[config.mk]
export PLATFORM = sky130hd
export DESIGN_NAME = sfx_event_sequencer_flat
export DESIGN_NICKNAME = d
export VERILOG_FILES = /design/src/rtl/sfx_event_sequencer_if.sv /design/src/rtl/sfx_event_sequencer.sv /design/src/flat_wrapper.sv
export SDC_FILE = /design/constraint.sdc
export NUM_CORES = 1
export LEC_CHECK = 0
export CORE_MARGIN = 4
export CORE_UTILIZATION = 50
export CTS_CLUSTER_DIAMETER = 100
export DETAILED_ROUTE_END_ITERATION = 10
export GPL_ROUTABILITY_DRIVEN = 0
export PLACE_DENSITY = 0.7
export RECOVER_POWER = 100
export SKIP_LAST_GASP = 1
export SYNTH_ARGS = -nofsm -noshare
export SYNTH_HDL_FRONTEND = slang
export SYNTH_SLANG_ARGS = --single-unit
[constraint.sdc]
create_clock -name clk -period 2 [get_ports clk]
set_input_delay 0.3 -clock clk [delete_from_list [all_inputs] [get_ports clk]]
set_output_delay 0.3 -clock clk [all_outputs]
set_load 0.02 [all_outputs]
[src/rtl/sfx_event_sequencer_if.sv]
// Event/sound handshake between the game FSM, the sequencer and the tone generator.
// The sequencer sits on the slave side; the event source / observer uses master.
interface sfx_event_sequencer_if;
   logic win_evt;
   logic die_evt;
   logic win;
   logic die;
   logic busy;

   modport master (
      output win_evt,
      output die_evt,
      input  win,
      input  die,
      input  busy
   );

   modport slave (
      input  win_evt,
      input  die_evt,
      output win,
      output die,
      output busy
   );
endinterface

[src/rtl/sfx_event_sequencer.sv]
// Turns one-cycle win/die pulses into timed, mutually exclusive tone-enable levels
// with a silent gap between sounds. Optional macro SFX_BEEP_PATTERN_EN gates win into beeps.
module sfx_event_sequencer #(
   parameter int TONE_CYCLES = 25000000,
   parameter int GAP_CYCLES  = 5000000,
   parameter int BEEP_CYCLES = 2500000
) (
   input logic                 clk,
   input logic                 rst_n,
   sfx_event_sequencer_if.slave bus
);

   localparam int CNT_MAX = (TONE_CYCLES > GAP_CYCLES) ? TONE_CYCLES : GAP_CYCLES;
   localparam int CNT_W   = $clog2(CNT_MAX);
   localparam logic [CNT_W-1:0] TONE_LAST = CNT_W'(TONE_CYCLES - 1);
   localparam logic [CNT_W-1:0] GAP_LAST  = CNT_W'(GAP_CYCLES - 1);

   generate
      if (TONE_CYCLES < 2 || GAP_CYCLES < 1 || BEEP_CYCLES < 1) begin : g_bad_params
         $error("sfx_event_sequencer: TONE_CYCLES>=2, GAP_CYCLES>=1, BEEP_CYCLES>=1 required");
      end
   endgenerate

   typedef enum logic [1:0] {
      IDLE     = 2'd0,
      PLAY_WIN = 2'd1,
      PLAY_DIE = 2'd2,
      GAP      = 2'd3
   } state_t;

   state_t           state_reg, state_next;
   logic [CNT_W-1:0] cnt_reg, cnt_next;
   logic             pend_valid_reg, pend_valid_next;
   logic             pend_die_reg, pend_die_next;
   logic             win_reg, win_next;
   logic             die_reg, die_next;
   logic             busy_reg, busy_next;

   always_ff @(posedge clk or negedge rst_n) begin
      if (!rst_n) begin
         state_reg      <= IDLE;
         cnt_reg        <= '0;
         pend_valid_reg <= 1'b0;
         pend_die_reg   <= 1'b0;
         win_reg        <= 1'b0;
         die_reg        <= 1'b0;
         busy_reg       <= 1'b0;
      end else begin
         state_reg      <= state_next;
         cnt_reg        <= cnt_next;
         pend_valid_reg <= pend_valid_next;
         pend_die_reg   <= pend_die_next;
         win_reg        <= win_next;
         die_reg        <= die_next;
         busy_reg       <= busy_next;
      end
   end

   // Next-state / counter / pending logic
   always_comb begin
      state_next      = state_reg;
      cnt_next        = cnt_reg + CNT_W'(1);
      pend_valid_next = pend_valid_reg;
      pend_die_next   = pend_die_reg;

      case (state_reg)
         IDLE: begin
            cnt_next = '0;
            if (bus.die_evt) begin
               state_next = PLAY_DIE;
            end else if (bus.win_evt) begin
               state_next = PLAY_WIN;
            end
         end

         PLAY_WIN: begin
            if (bus.die_evt) begin
               state_next = PLAY_DIE;
               cnt_next   = '0;
            end else if (bus.win_evt) begin
               cnt_next = '0;
            end else if (cnt_reg == TONE_LAST) begin
               state_next = GAP;
               cnt_next   = '0;
            end
         end

         PLAY_DIE: begin
            if (bus.die_evt) begin
               cnt_next = '0;
            end else if (cnt_reg == TONE_LAST) begin
               state_next = GAP;
               cnt_next   = '0;
            end
         end

         GAP: begin
            // A pending die is sticky; a pending win can still be upgraded to die.
            if (bus.die_evt) begin
               pend_valid_next = 1'b1;
               pend_die_next   = 1'b1;
            end else if (bus.win_evt && !(pend_valid_reg && pend_die_reg)) begin
               pend_valid_next = 1'b1;
               pend_die_next   = 1'b0;
            end
            if (cnt_reg == GAP_LAST) begin
               cnt_next = '0;
               if (pend_valid_next) begin
                  state_next = pend_die_next ? PLAY_DIE : PLAY_WIN;
               end else begin
                  state_next = IDLE;
               end
               pend_valid_next = 1'b0;
               pend_die_next   = 1'b0;
            end
         end

         default: begin
            state_next = IDLE;
            cnt_next   = '0;
         end
      endcase
   end

   // Outputs are decoded from the upcoming state so they register in step with it.
`ifdef SFX_BEEP_PATTERN_EN
   logic [31:0] beep_div;
   always_comb begin
      beep_div  = 32'(cnt_next) / 32'(BEEP_CYCLES);
      win_next  = (state_next == PLAY_WIN) && !beep_div[0];
      die_next  = (state_next == PLAY_DIE);
      busy_next = (state_next != IDLE);
   end
`else
   always_comb begin
      win_next  = (state_next == PLAY_WIN);
      die_next  = (state_next == PLAY_DIE);
      busy_next = (state_next != IDLE);
   end
`endif

   assign bus.win  = win_reg;
   assign bus.die  = die_reg;
   assign bus.busy = busy_reg;

endmodule
[src/flat_wrapper.sv]
// flat-port wrapper written by rule: the top's interface ports become plain ports
module sfx_event_sequencer_flat 
#(
   parameter int TONE_CYCLES = 25000000,
   parameter int GAP_CYCLES  = 5000000,
   parameter int BEEP_CYCLES = 2500000
)
  (clk, rst_n, bus_win_evt, bus_die_evt, bus_win, bus_die, bus_busy);
  sfx_event_sequencer_if bus_i ();
  input logic clk;
  input logic rst_n;
  input wire logic [$bits(bus_i.win_evt)-1:0] bus_win_evt;
  input wire logic [$bits(bus_i.die_evt)-1:0] bus_die_evt;
  output wire logic [$bits(bus_i.win)-1:0] bus_win;
  output wire logic [$bits(bus_i.die)-1:0] bus_die;
  output wire logic [$bits(bus_i.busy)-1:0] bus_busy;
  assign bus_i.win_evt = bus_win_evt;
  assign bus_i.die_evt = bus_die_evt;
  assign bus_win = bus_i.win;
  assign bus_die = bus_i.die;
  assign bus_busy = bus_i.busy;
  sfx_event_sequencer #(.TONE_CYCLES(TONE_CYCLES), .GAP_CYCLES(GAP_CYCLES), .BEEP_CYCLES(BEEP_CYCLES)) u_core (.clk(clk), .rst_n(rst_n), .bus(bus_i));
endmodule
# Yosys cells after proc, flatten, opt, wreduce, memory -nomap -nowiden
# Cells that the tools add are included.
word_totals:
  romBits: 0
  output_inout_bits: 3
  reg_bits: 32
  latchBits: 0
  mem_count: 0
  mem_bits_rw: 0
  inputBits: 4
classes:
  bitwise: 0
  multipliers: 0
  eq_ne: 7
  div_mod_pow: 0
  n_reduce_logical: 5
  n_lt_le_gt_ge: 0
  n_shift: 0
  n_mux: 24
  n_addsub: 1
op_table:
  columns: ["op", "count"]
  rows:
  - ["25-bit 2-to-1 mux", 5]
  - ["25-bit one-hot mux with 4 select lines", 1]
  - ["25-bit by 1-bit adder with 25-bit output, second input constant", 1]
  - ["25-bit by 23-bit == test with 1-bit output, second input constant", 1]
  - ["25-bit == test, second input constant", 1]
  - ["2-bit 2-to-1 mux", 9]
  - ["1-bit 2-to-1 mux", 8]
  - ["2-bit one-hot mux with 4 select lines", 1]
  - ["2-bit == test, second input constant", 3]
  - ["2-bit by 1-bit == test with 1-bit output, second input constant", 2]
  - ["1-bit logical AND", 2]
  - ["2-bit logical NOT", 1]
  - ["2-bit nonzero test", 1]
  - ["1-bit logical NOT", 1]

# Depth between registers and ports, before layout
logic_depth:
  ltp_word: 11
  ltp_mapped: 7
  depth_no_buf: 6

# Least setup slack after synthesis
# Ideal clock, no wire load.
synth_path:
  kind: "register -> register"
  start: "reg u_core.cnt_reg[10]"
  end: "reg u_core.busy_reg (netlist: u_core.bus.busy)"
  path_buffers: 0
  setup_slack_ns: -0.113
  stages_incl_launch_ff: 6
  required_ns: 1.876
  setup_ns: 0.124
  arrival_ns: 1.989
  cell_sequence: "dfrtp_1 -> or4b_4 -> nor4_4 -> a31oi_1 -> a221o_1 -> or2_1"
synth_between:
  elab_chain_len: 6
synth_lines:
  columns: ["element", "line_no", "text"]
  rows:
  - ["from (decl)", "sfx_event_sequencer.sv:32", "logic [CNT_W-1:0] cnt_reg, cnt_next;"]
  - ["from (signal assigned)", "sfx_event_sequencer.sv:50", "cnt_reg <= cnt_next;"]
  - ["25-bit == test", "sfx_event_sequencer.sv:82, sfx_event_sequencer.sv:91", null]
  - ["2-bit 2-to-1 mux", "sfx_event_sequencer.sv:82, sfx_event_sequencer.sv:91", null]
  - ["2-bit 2-to-1 mux", "sfx_event_sequencer.sv:80", "end else if (bus.win_evt) begin"]
  - ["2-bit 2-to-1 mux", "sfx_event_sequencer.sv:77", "if (bus.die_evt) begin"]
  - ["2-bit one-hot mux with 4 select lines *", "sfx_event_sequencer.sv:66", "case (state_reg)"]
  - ["net u_core.state_next[0]", "sfx_event_sequencer.sv:31", "state_t state_reg, state_next;"]
  - ["2-bit nonzero test *", "sfx_event_sequencer.sv:138", "busy_next = (state_next != IDLE);"]
  - ["net u_core.busy_next", "sfx_event_sequencer.sv:37", "logic busy_reg, busy_next;"]
  - ["to (signal assigned)", "sfx_event_sequencer.sv:55", "busy_reg <= busy_next;"]
  - ["to (decl)", "sfx_event_sequencer.sv:37", null]
# Mark *: on every way through the listed nets, which the timed path passes. The rest lies on a longest branch.
# A chain may end at the register's enable or synchronous reset.

# Worst setup path after layout
layout_path:
  start: "reg u_core.cnt_reg[23]"
  end: "reg u_core.busy_reg (netlist: u_core.bus.busy)"
# The elaborated chain is that of the path after synthesis.

==> flow_summary.json <==
{
  "outcome": "finished with violations",
  "violations": "setup timing",
  "nets": 203,
  "cts.clk_slew.worst_paths_ns": 0.10,
  "io_buffers": 6,
  "arrival_ns": 2.34,
  "synth_top_area_cell": "dfrtp_1",
  "die_h_um": 65.1,
  "synth_mux_area_share_pct": 0,
  "num_vias": 1349,
  "area_growth_pct": 23.8,
  "final_cell_mix": "32 x dfrtp_1, 24 x nor2_1, 20 x buf_4, 15 x xor2_1, 13 x nand2_1",
  "syn_inst": 167,
  "hold_viol": 0,
  "min_period_ns": 2.12,
  "dr.pass1.iters": 5,
  "crit_fanout": 5,
  "num_io_pins": 7,
  "grt_use_met2_pct": 27.6,
  "wl_per_cell_um": 14.3,
  "crit_chain": "or4b_4 > nor4_4 > a31oi_2 > a221o_1 > or2_1",
  "slew_headroom_pct": 47.9,
  "power.density_nw_per_um2": 796,
  "start_util_pct": 52.9,
  "syn_area_per_cell_um2": 9.75,
  "diodes": 0,
  "dp.cells": 233,
  "cts_root_buf": "clkbuf_4",
  "slew_violations": 0,
  "final-instance-count-excl-fill": 242,
  "cts_tree": "built",
  "worst_clock_skew_ns": 0.00758,
  "grt_pass1_vias": 1243,
  "synth-xor-area-share_pct": 12.4,
  "reg2regPathDepth": 5,
  "yosysWarningCount": 0,
  "cp_slowest_cell": "or4b_4",
  "use_met3_pct": 4.51,
  "r2r_end": "u_core.bus.busy$_DFF_PN0_",
  "fmax_mhz": 471,
  "yosys.area_share.simple_pct": 29.9,
  "maxCapViolCount": 0,
  "p_leak_uw": 0.000888,
  "multiInputGateArea_um2": 842,
  "fillers": 258,
  "ys_top_cells_by_area": "dfrtp_1 49%, xor2_1 8.1%, nor2_1 6.7%",
  "setup_ws_ns": -0.121,
  "dp_hpwl_um": 2340,
  "synth_fa_ha_area_share_pct": 0.769,
  "syn-cell-area_um2": 1630,
  "crit_path_start": "u_core.cnt_reg[23]$_DFF_PN0_",
  "grt_overflow": 0,
  "worstReg2RegStart": "u_core.cnt_reg[23]$_DFF_PN0_",
  "drive_above_1_share_pct": 22.2,
  "globalRouteMet1Util_pct": 22.9,
  "antenna_found_initial": 0,
  "fin_crit_sh_pct": 106,
  "grt_usage_pct": 17.6,
  "insertion_delay_ns": 0.33,
  "route.detailed.drc": 0,
  "setup_viol": 27,
  "grt_max_degree": 33,
  "rows": 20,
  "power_uw": 1600,
  "slowest_delay_ns": 0.55,
  "grt_pass1_wl_um": 5700,
  "ff2ff_setup_slack_ns": -0.12,
  "crit_type": "flop to flop",
  "cp.required_ns": 2.22,
  "max-vdd-ir-drop_uv": 301,
  "synth_compound_area_share_pct": 5.38,
  "largest_reg_flops": 25,
  "final_common_cell": "dfrtp_1",
  "start_kind": "flop",
  "ant_nets": 0,
  "cp-end-kind": "flop",
  "regArea_um2": 801,
  "vias_per_cell": 5.57,
  "hold_path_class": "input port to asynchronous set/reset pin",
  "max_slew.worst_pin.slew_ns": 0.781,
  "dieArea_um2": 4230,
  "wirelength_um": 3450,
  "yosysSeqAreaShare_pct": 49.2,
  "rsz0062_at_grt": "true",
  "synth_nets": 172,
  "die_w_um": 65.1,
  "numCtsBuffers": 5,
  "core-area_um2": 3080,
  "synth_cell_type_count": 37,
  "drtIter0Drc": 84,
  "pre_cts_ws_ns": -0.0736,
  "synth_top_family_by_area": "simple AND/OR/NAND/NOR gates",
  "clock_sinks": 32,
  "clock_path_buffers": 2,
  "cts_max_level": 2,
  "yosysTopAreaCellShare_pct": 49.2,
  "synth_seq_cells": 32,
  "busiest_layer": "met2"
}
==> worst max-delay path by stage <==
| stage | endpoint | cells past startpoint |
|---|---|---|
| floorplan | u_core.bus.busy$_DFF_PN0_ | 5 |
| global placement | u_core.bus.busy$_DFF_PN0_ | 5 |
| detailed placement | u_core.bus.busy$_DFF_PN0_ | 5 |
| CTS | u_core.bus.busy$_DFF_PN0_ | 5 |
| global route | u_core.bus.busy$_DFF_PN0_ | 5 |
| finish | u_core.bus.busy$_DFF_PN0_ | 5 |
==> routing by layer <==
layer / share of wire [%] / vias up / routed length, um
met2: 48 / 45 / 1660
met5: 0 / - / 0
li1: - / 645 / -
met3: 5.4 / 10 / 188
met4: 1.6 / 0 / 55
met1: 45 / 649 / 1550
==> repair_timing <==
action / 4_1_cts / 5_1_grt
hold endpoints to repair: 0 / 0
setup endpoints to repair: 1 / 28
hold buffers: 0 / 0
gates resized for setup: 0 / 16
setup buffers: 0 / 1
pin swaps: 0 / 4
gates cloned: 0 / 1
==> through the flow <==
stage / utilization (%) / instance area, um^2 / hold slack, ns / setup TNS [ns]
after floorplan: - / 1630 / 0.00441 / 0
after global placement: 61.0 / 1880 / 0.519 / -0.00759
after detailed placement: 61.0 / 1880 / 0.544 / -0.0736
after CTS: 63.1 / 1940 / 0.366 / -0.0954
after global routing: 65.5 / 2020 / 0.607 / -4.62
final: 65.5 / 2020 / 0.567 / -2.06
==> cell usage after synthesis <==
library cell and number:
or2_1 1, or4b_4 1, o21ai_0 1, nand3_1 11, or4_1 1, ha_1 1, nand2b_1 1, xnor2_1 8
a221o_1 2, o211ai_1 1, buf_2 2, and2_2 1, nor3_1 4, nor2b_1 3, nand3_2 1, a21oi_2 1
clkbuf_1 1, nor4bb_1 1, and3_1 3, a31oi_1 1, nand4_1 8, and3_2 1, nand3b_1 2, nor4_4 1
o22a_1 1, dfrtp_1 32, o21bai_1 1, inv_1 4, nor4_1 5, and4_1 2, nor2_1 29, clkbuf_2 2
a21oi_1 3, a32oi_1 1, nor4_2 1, nand2_1 13, xor2_1 15
==> kinds of logic (layout without fill, tap and decap cells) <==
logic type,Yosys count,in the layout
and+or+nand+nor,90,90
adders and majority gates,1,1
xor gates and xnor gates,23,23
buffers and inverters,9,40
DFF,32,32
AOI/OAI and AO/OA,12,12
==> critical path: cells and delay by family (launching register included) <==
| family | cells | cell delay, ns |
|---|---|---|
| AOI/OAI and AO/OA | 2 | 0.54 |
| DFF | 1 | 0.40 |
| and+or+nand+nor | 3 | 1.06 |
==> power breakdown <==
group,total [uW],leakage (uW),switching (uW),internal [uW]
clock network,412,0.0000374,212,199
logic,424,0.000434,238,185
registers,769,0.000416,61.0,708
==> final cells by class <==
| class | count | share of cell area (%) |
|---|---|---|
| well taps | 44 | 2.73 |
| flip-flops and latches | 32 | 39.7 |
| repair buffers | 29 | 11.8 |
| inverters | 4 | 0.745 |
| clock buffers | 7 | 3.23 |
| multi-input cells | 126 | 41.8 |
No activity file was read; power rests on OpenSTA's default activity.
==> RTL edit 1: new RTL, same settings <==
`TONE_CYCLES` is set to 25000000 in 2 places; all go to 6250000.
--- a/src/rtl/sfx_event_sequencer.sv
+++ b/src/rtl/sfx_event_sequencer.sv
@@ -1,7 +1,7 @@
 // Turns one-cycle win/die pulses into timed, mutually exclusive tone-enable levels
 // with a silent gap between sounds. Optional macro SFX_BEEP_PATTERN_EN gates win into beeps.
 module sfx_event_sequencer #(
-   parameter int TONE_CYCLES = 25000000,
+   parameter int TONE_CYCLES = 6250000,
    parameter int GAP_CYCLES  = 5000000,
    parameter int BEEP_CYCLES = 2500000
 ) (
--- a/src/flat_wrapper.sv
+++ b/src/flat_wrapper.sv
@@ -1,7 +1,7 @@
 // flat-port wrapper written by rule: the top's interface ports become plain ports
 module sfx_event_sequencer_flat 
 #(
-   parameter int TONE_CYCLES = 25000000,
+   parameter int TONE_CYCLES = 6250000,
    parameter int GAP_CYCLES  = 5000000,
    parameter int BEEP_CYCLES = 2500000
 )
Behaviour: no difference found for any inputs over 10 cycles, from zero or initial values and one cycle with rst_n low; that may be too few to reach the edited logic, so the function may still have changed.
==> RTL edit 1 against the original RTL <==
Synthesized area down 6.1%; cell area down 11%; die area down 5.3%; sequential share of layout area up 2.0 points; sequential cell count down 2; routed wire length down 12%; setup slack better by 0.22 ns; global-route usage down 1.0 points; critical endpoint is now u_core.bus.die; largest cell class unchanged; highest routed layer unchanged.
Power is not compared: it rests on default switching activity, and its combinational part moved more than twofold at a synthesized area within 25%.
==> RTL edit 1: results (changes against the original RTL) <==
----------------------------------------------------
[Status]
  Run status ... finished clean

[Timing]
  Post-Route Hold Slack ... 0.466 ns (-0.101 ns)
  Slew at the pin closest to its max-slew limit ... 0.729 ns (-0.0524 ns)
  Maximum operating frequency ... 0.526 GHz (+12%)
  Clk_skew ... 0.00493 ns (-0.00265 ns)

[Drt]
  Vias per cell ... 5.68 (+1.9%)
  Starting DRT DRC Count ... 76 (-9.5%)
  Amount of wire on met3 after detailed routing ... 138 um (-27%)
  Routed metal-1 wire length ... 1460 um (-5.7%)
  Wire length on met2 ... 1390 um (-16%)
  Sum of routed wire length over all layers ... 3030 um (-12%)
  Via total after detailed routing ... 1198 (-11%)

[Logic synthesis]
  Top area cells in the synthesized netlist ... dfrtp_1 49%, nor2_1 7.6%, xnor2_1 7.4%
  Cell area after technology mapping ... 0.00153 mm^2 (-6.1%)
  Synthesized area divided by synthesized cell count ... 9.80 um^2 (+0.55%)
  Sequential-to-total area share from yosys stat ... 49.1% (-0.093 points)
  Net count of the mapped netlist ... 161 (-6.4%)
  Top cells by instance count after synthesis ... 31 x nor2_1, 30 x dfrtp_1, 13 x xnor2_1, 9 x nand2_1, 9 x nand3_1
  Unique cell type count in the Yosys netlist ... 39 (+5.4%)
  Post-synthesis async set-or-reset flop share ... 100% (unchanged)

[GRT]
  Met2 track utilization from global routing ... 24.8% (-2.8 points)
  GRT Resource Usage Total ... 16.6% (-1.0 points)
  Global-route wire length before repair ... 5130 um (-10%)
  Met3 Usage GRT ... 6.39% (+1.9 points)
  Met1 track demand over resource ... 21.4% (-1.5 points)
  Pin count of the biggest net entering global routing ... 31 (-6.1%)
  Vias in the first global route ... 1108 (-11%)

[Finish]
  Seq. cell area ... 751 um^2 (-6.3%)
  Non-CTS buffers ... 22 (-24%)
  Ratio of cells with drive above 1 in the final layout ... 21.1% (-1.1 points)
  Post-synthesis to final-layout area growth ... 17.7%
  Proportion of cell area occupied by multi-input gates ... 42.8% (+0.99 points)
  Number of filler cells placed in the layout ... 255 (-1.2%)
  Layout net count ... 185 (-8.9%)
  Number of combinational gates with multiple inputs ... 117 (-7.1%)
  Relative area of clock buffers and inverters in the final design ... 2.64% (-0.59 points)

[Clock tree]
  Clock slew at the register clock pins of the worst setup and hold paths ... ~0.090 ns
  Total number of clock tree sinks ... 30 (-6.3%)

[Hold path]
  Class of the most critical hold timing path ... reg -> reg

[Placement]
  HPWL Detailed ... 2160 um (-7.9%)
  Worst slack after detailed placement ... 0.00443 ns (+0.0781 ns)
  Post-placement cell area ... 0.00172 mm^2 (-8.5%)
  Placed instance count ... 203 (-13%)

[Setup path]
  Slack of the worst reg-to-reg path ... 0.1 ns (+0.22 ns)
  Reg2reg start ... u_core.cnt_reg[15]
  Worst setup path end ... u_core.bus.die
  Critical path peak fanout ... 6 (+1)
  Worst EP arrival ... 2.18 ns (-0.16 ns)

----------------------------------------------------
## RTL edit 1: what timing repair did
action / CTS / global route
resized for setup: 1 / 4
buffers inserted: 0 / 1
hold buffers: 0 / 0
pin swaps: 0 / 3
endpoints found under the setup margin: 1 / 5
## RTL edit 1: kinds of logic (layout without fill, tap and decap cells)
| family | after synthesis | after routing | share of synthesized area, % |
|---|---|---|---|
| AO/OA/AOI/OAI | 13 | 13 | 7.20 |
| buffers and inverters | 9 | 33 | 2.45 |
| XOR/XNOR | 21 | 21 | 12.0 |
| AND/OR/NAND/NOR | 82 | 82 | 28.4 |
| flip-flops | 30 | 30 | 49.1 |
| adder cells (fa/ha/maj) | 1 | 1 | 0.818 |
## RTL edit 1: critical path, stage by stage (launching register included)
cell      delay, ns
dfrtp_1        0.44
nor4b_4        0.27
nand3_2        0.17
or3_1          0.42
o311ai_2       0.37
and2_1         0.17
## RTL edit 1: where the power goes
part	switching (mW)	internal [mW]
registers	0.00365	0.611
clock network	0.205	0.126
logic	0.0289	0.0189
total	0.237	0.756
==> RTL edit 2: new RTL, same flow settings <==
Without the edit above. Reset style: synchronous (`rst_n`), changed in one clocked block.
--- a/src/rtl/sfx_event_sequencer.sv
+++ b/src/rtl/sfx_event_sequencer.sv
@@ -36,7 +36,7 @@
    logic             die_reg, die_next;
    logic             busy_reg, busy_next;
 
-   always_ff @(posedge clk or negedge rst_n) begin
+   always_ff @(posedge clk) begin
       if (!rst_n) begin
          state_reg      <= IDLE;
          cnt_reg        <= '0;
Formal check against the unedited RTL: differs if rst_n is asserted again (counterexample within 4 cycles, from zero or initial values and one cycle with rst_n low); with rst_n held inactive, the same outputs for 10 cycles.
==> RTL edit 2 against the original RTL <==
Count of clock-buffer cells in the layout decreased by 1; sequential cell count unchanged; die area decreased by 7.3%; cell area decreased by 9.4%; setup slack improved by 0.16 ns; clock skew increased by 0.0026 ns; routed wire length decreased by 8.3%; synthesized area decreased by 8.3%; global-route usage decreased by 0.98 points; sequential share of layout area decreased by 4.4 points; largest cell class unchanged.
Power is not compared: it rests on default switching activity, and its combinational part moved more than twofold at a synthesized area within 25%.
==> RTL edit 2: results (changes against the original RTL) <==
----------------------------------------------------
[Setup path]
  Critical path peak fanout ... 6 (+1)
  Cells on worst reg2reg path ... 7 (+2)
  Peak per-stage delay on the critical path ... 0.55 ns (about the same)
  Reg2reg start ... u_core.cnt_reg[17]
  Slack of the worst reg-to-reg path ... 0.04 ns (+0.16 ns)

[Logic synthesis]
  Top cells by instance count after synthesis ... 33 x nor2_1, 32 x dfxtp_1, 16 x xor2_1, 11 x nand2_1, 11 x nand3_1
  Post-synthesis async set-or-reset flop share ... 0% (-100 points)
  Unique cell type count in the Yosys netlist ... 36 (-2.7%)
  Top area cells in the synthesized netlist ... dfxtp_1 43%, xor2_1 9.4%, nor2_1 8.3%
  Multiplexer share of the synthesized area ... 0.671% (+0.67 points)
  Synthesized-area fraction occupied by ao, oa, aoi and oai cells ... 7.21% (+1.8 points)
  Adder-Cell Fraction of Synth Area ... 0.838% (+0.070 points)
  Sequential-to-total area share from yosys stat ... 42.9% (-6.3 points)
  Synth Area in XOR/XNOR ... 13.5% (+1.1 points)

[Timing]
  Slew at the pin closest to its max-slew limit ... 0.485 ns (-0.296 ns)
  Ratio of final minimum period to clock period ... 97.9% (-8.1 points)
  Clk_skew ... 0.0102 ns (+0.00259 ns)
  Post-Route Hold Slack ... 0.480 ns (-0.0866 ns)

[Finish]
  Layout net count ... 199 (-2.0%)
  Ratio of cells with drive above 1 in the final layout ... 19.5% (-2.7 points)
  Number of filler cells placed in the layout ... 236 (-8.5%)

[Drt]
  Starting DRT DRC Count ... 78 (-7.1%)
  Pre-antenna DRT Iters ... 4 (-1)
  Average wire per cell in the routed design ... 14.0 um (-1.8%)
  Vias per cell ... 5.75 (+3.1%)

[GRT]
  Pin count of the biggest net entering global routing ... 26 (-21%)
  Vias in the first global route ... 1209 (-2.7%)
  GRT Resource Usage Total ... 16.6% (-0.98 points)

[Placement]
  Worst slack after detailed placement ... 0.0116 ns (+0.0852 ns)
  HPWL Detailed ... 2140 um (-8.7%)

[Status]
  Run status ... finished clean

[Hold path]
  Class of the most critical hold timing path ... reg -> reg

----------------------------------------------------
## RTL edit 2: cell types whose count changed in the layout (fill, tap and decap cells not counted), moves of 3 or more
cell and delta:
dfrtp_1 -32, dfxtp_1 +29, nor2_1 +9, buf_4 -7, nor4_1 -4, dfxtp_2 +3, nor2_4 -3, nor3_1 -3
nor4_2 +3
## RTL edit 2: final cells by class
type                       instances  area share (%)
tap                               31            2.12
timing repair buffer              23            11.9
clock buffer                       6            2.81
sequential                        32            35.3
multi-input combinational        128            46.5
clock inverter                     2           0.548
inverter                           4           0.822
## RTL edit 2: metal layers
metal / GRT usage, % / share of wire [%]
met5: 0 / 0
met4: 7.44 / 2.3
met3: 5.04 / 4.6
met2: 28.6 / 48
met1: 18.7 / 45
## RTL edit 2: repair_timing
action	in CTS	in global routing
pin swaps	2	3
resized for setup	3	7
buffers inserted	1	0
cloned	0	2
endpoints found under the setup margin	12	29
hold buffers	0	0
## RTL edit 2: report_power, final
| group | switching, mW | internal (mW) | total, mW | leakage (nW) |
|---|---|---|---|---|
| Sequential | 0.00779 | 0.646 | 0.654 | 0.261 |
| Clock | 0.225 | 0.167 | 0.392 | 0.0380 |
| Combinational | 0.0400 | 0.0386 | 0.0786 | 0.344 |
## RTL edit 2: metrics by stage
stage	utilization [%]	total power, mW	area [um^2]	instances
after floorplan	-	0.708	1490	167
after global placement	60.0	0.733	1680	215
after detailed placement	60.0	0.736	1680	215
after CTS	62.9	1.12	1770	224
after global routing	65.1	1.18	1830	226
final	65.1	1.12	1830	226
## RTL edit 2: path summary, 6_finish.rpt
check	endpoint
worst min register to register	u_core.cnt_reg[0]
worst min-delay path	u_core.cnt_reg[0]
worst max-delay path	u_core.cnt_reg[22]
worst max register to register	u_core.cnt_reg[22]
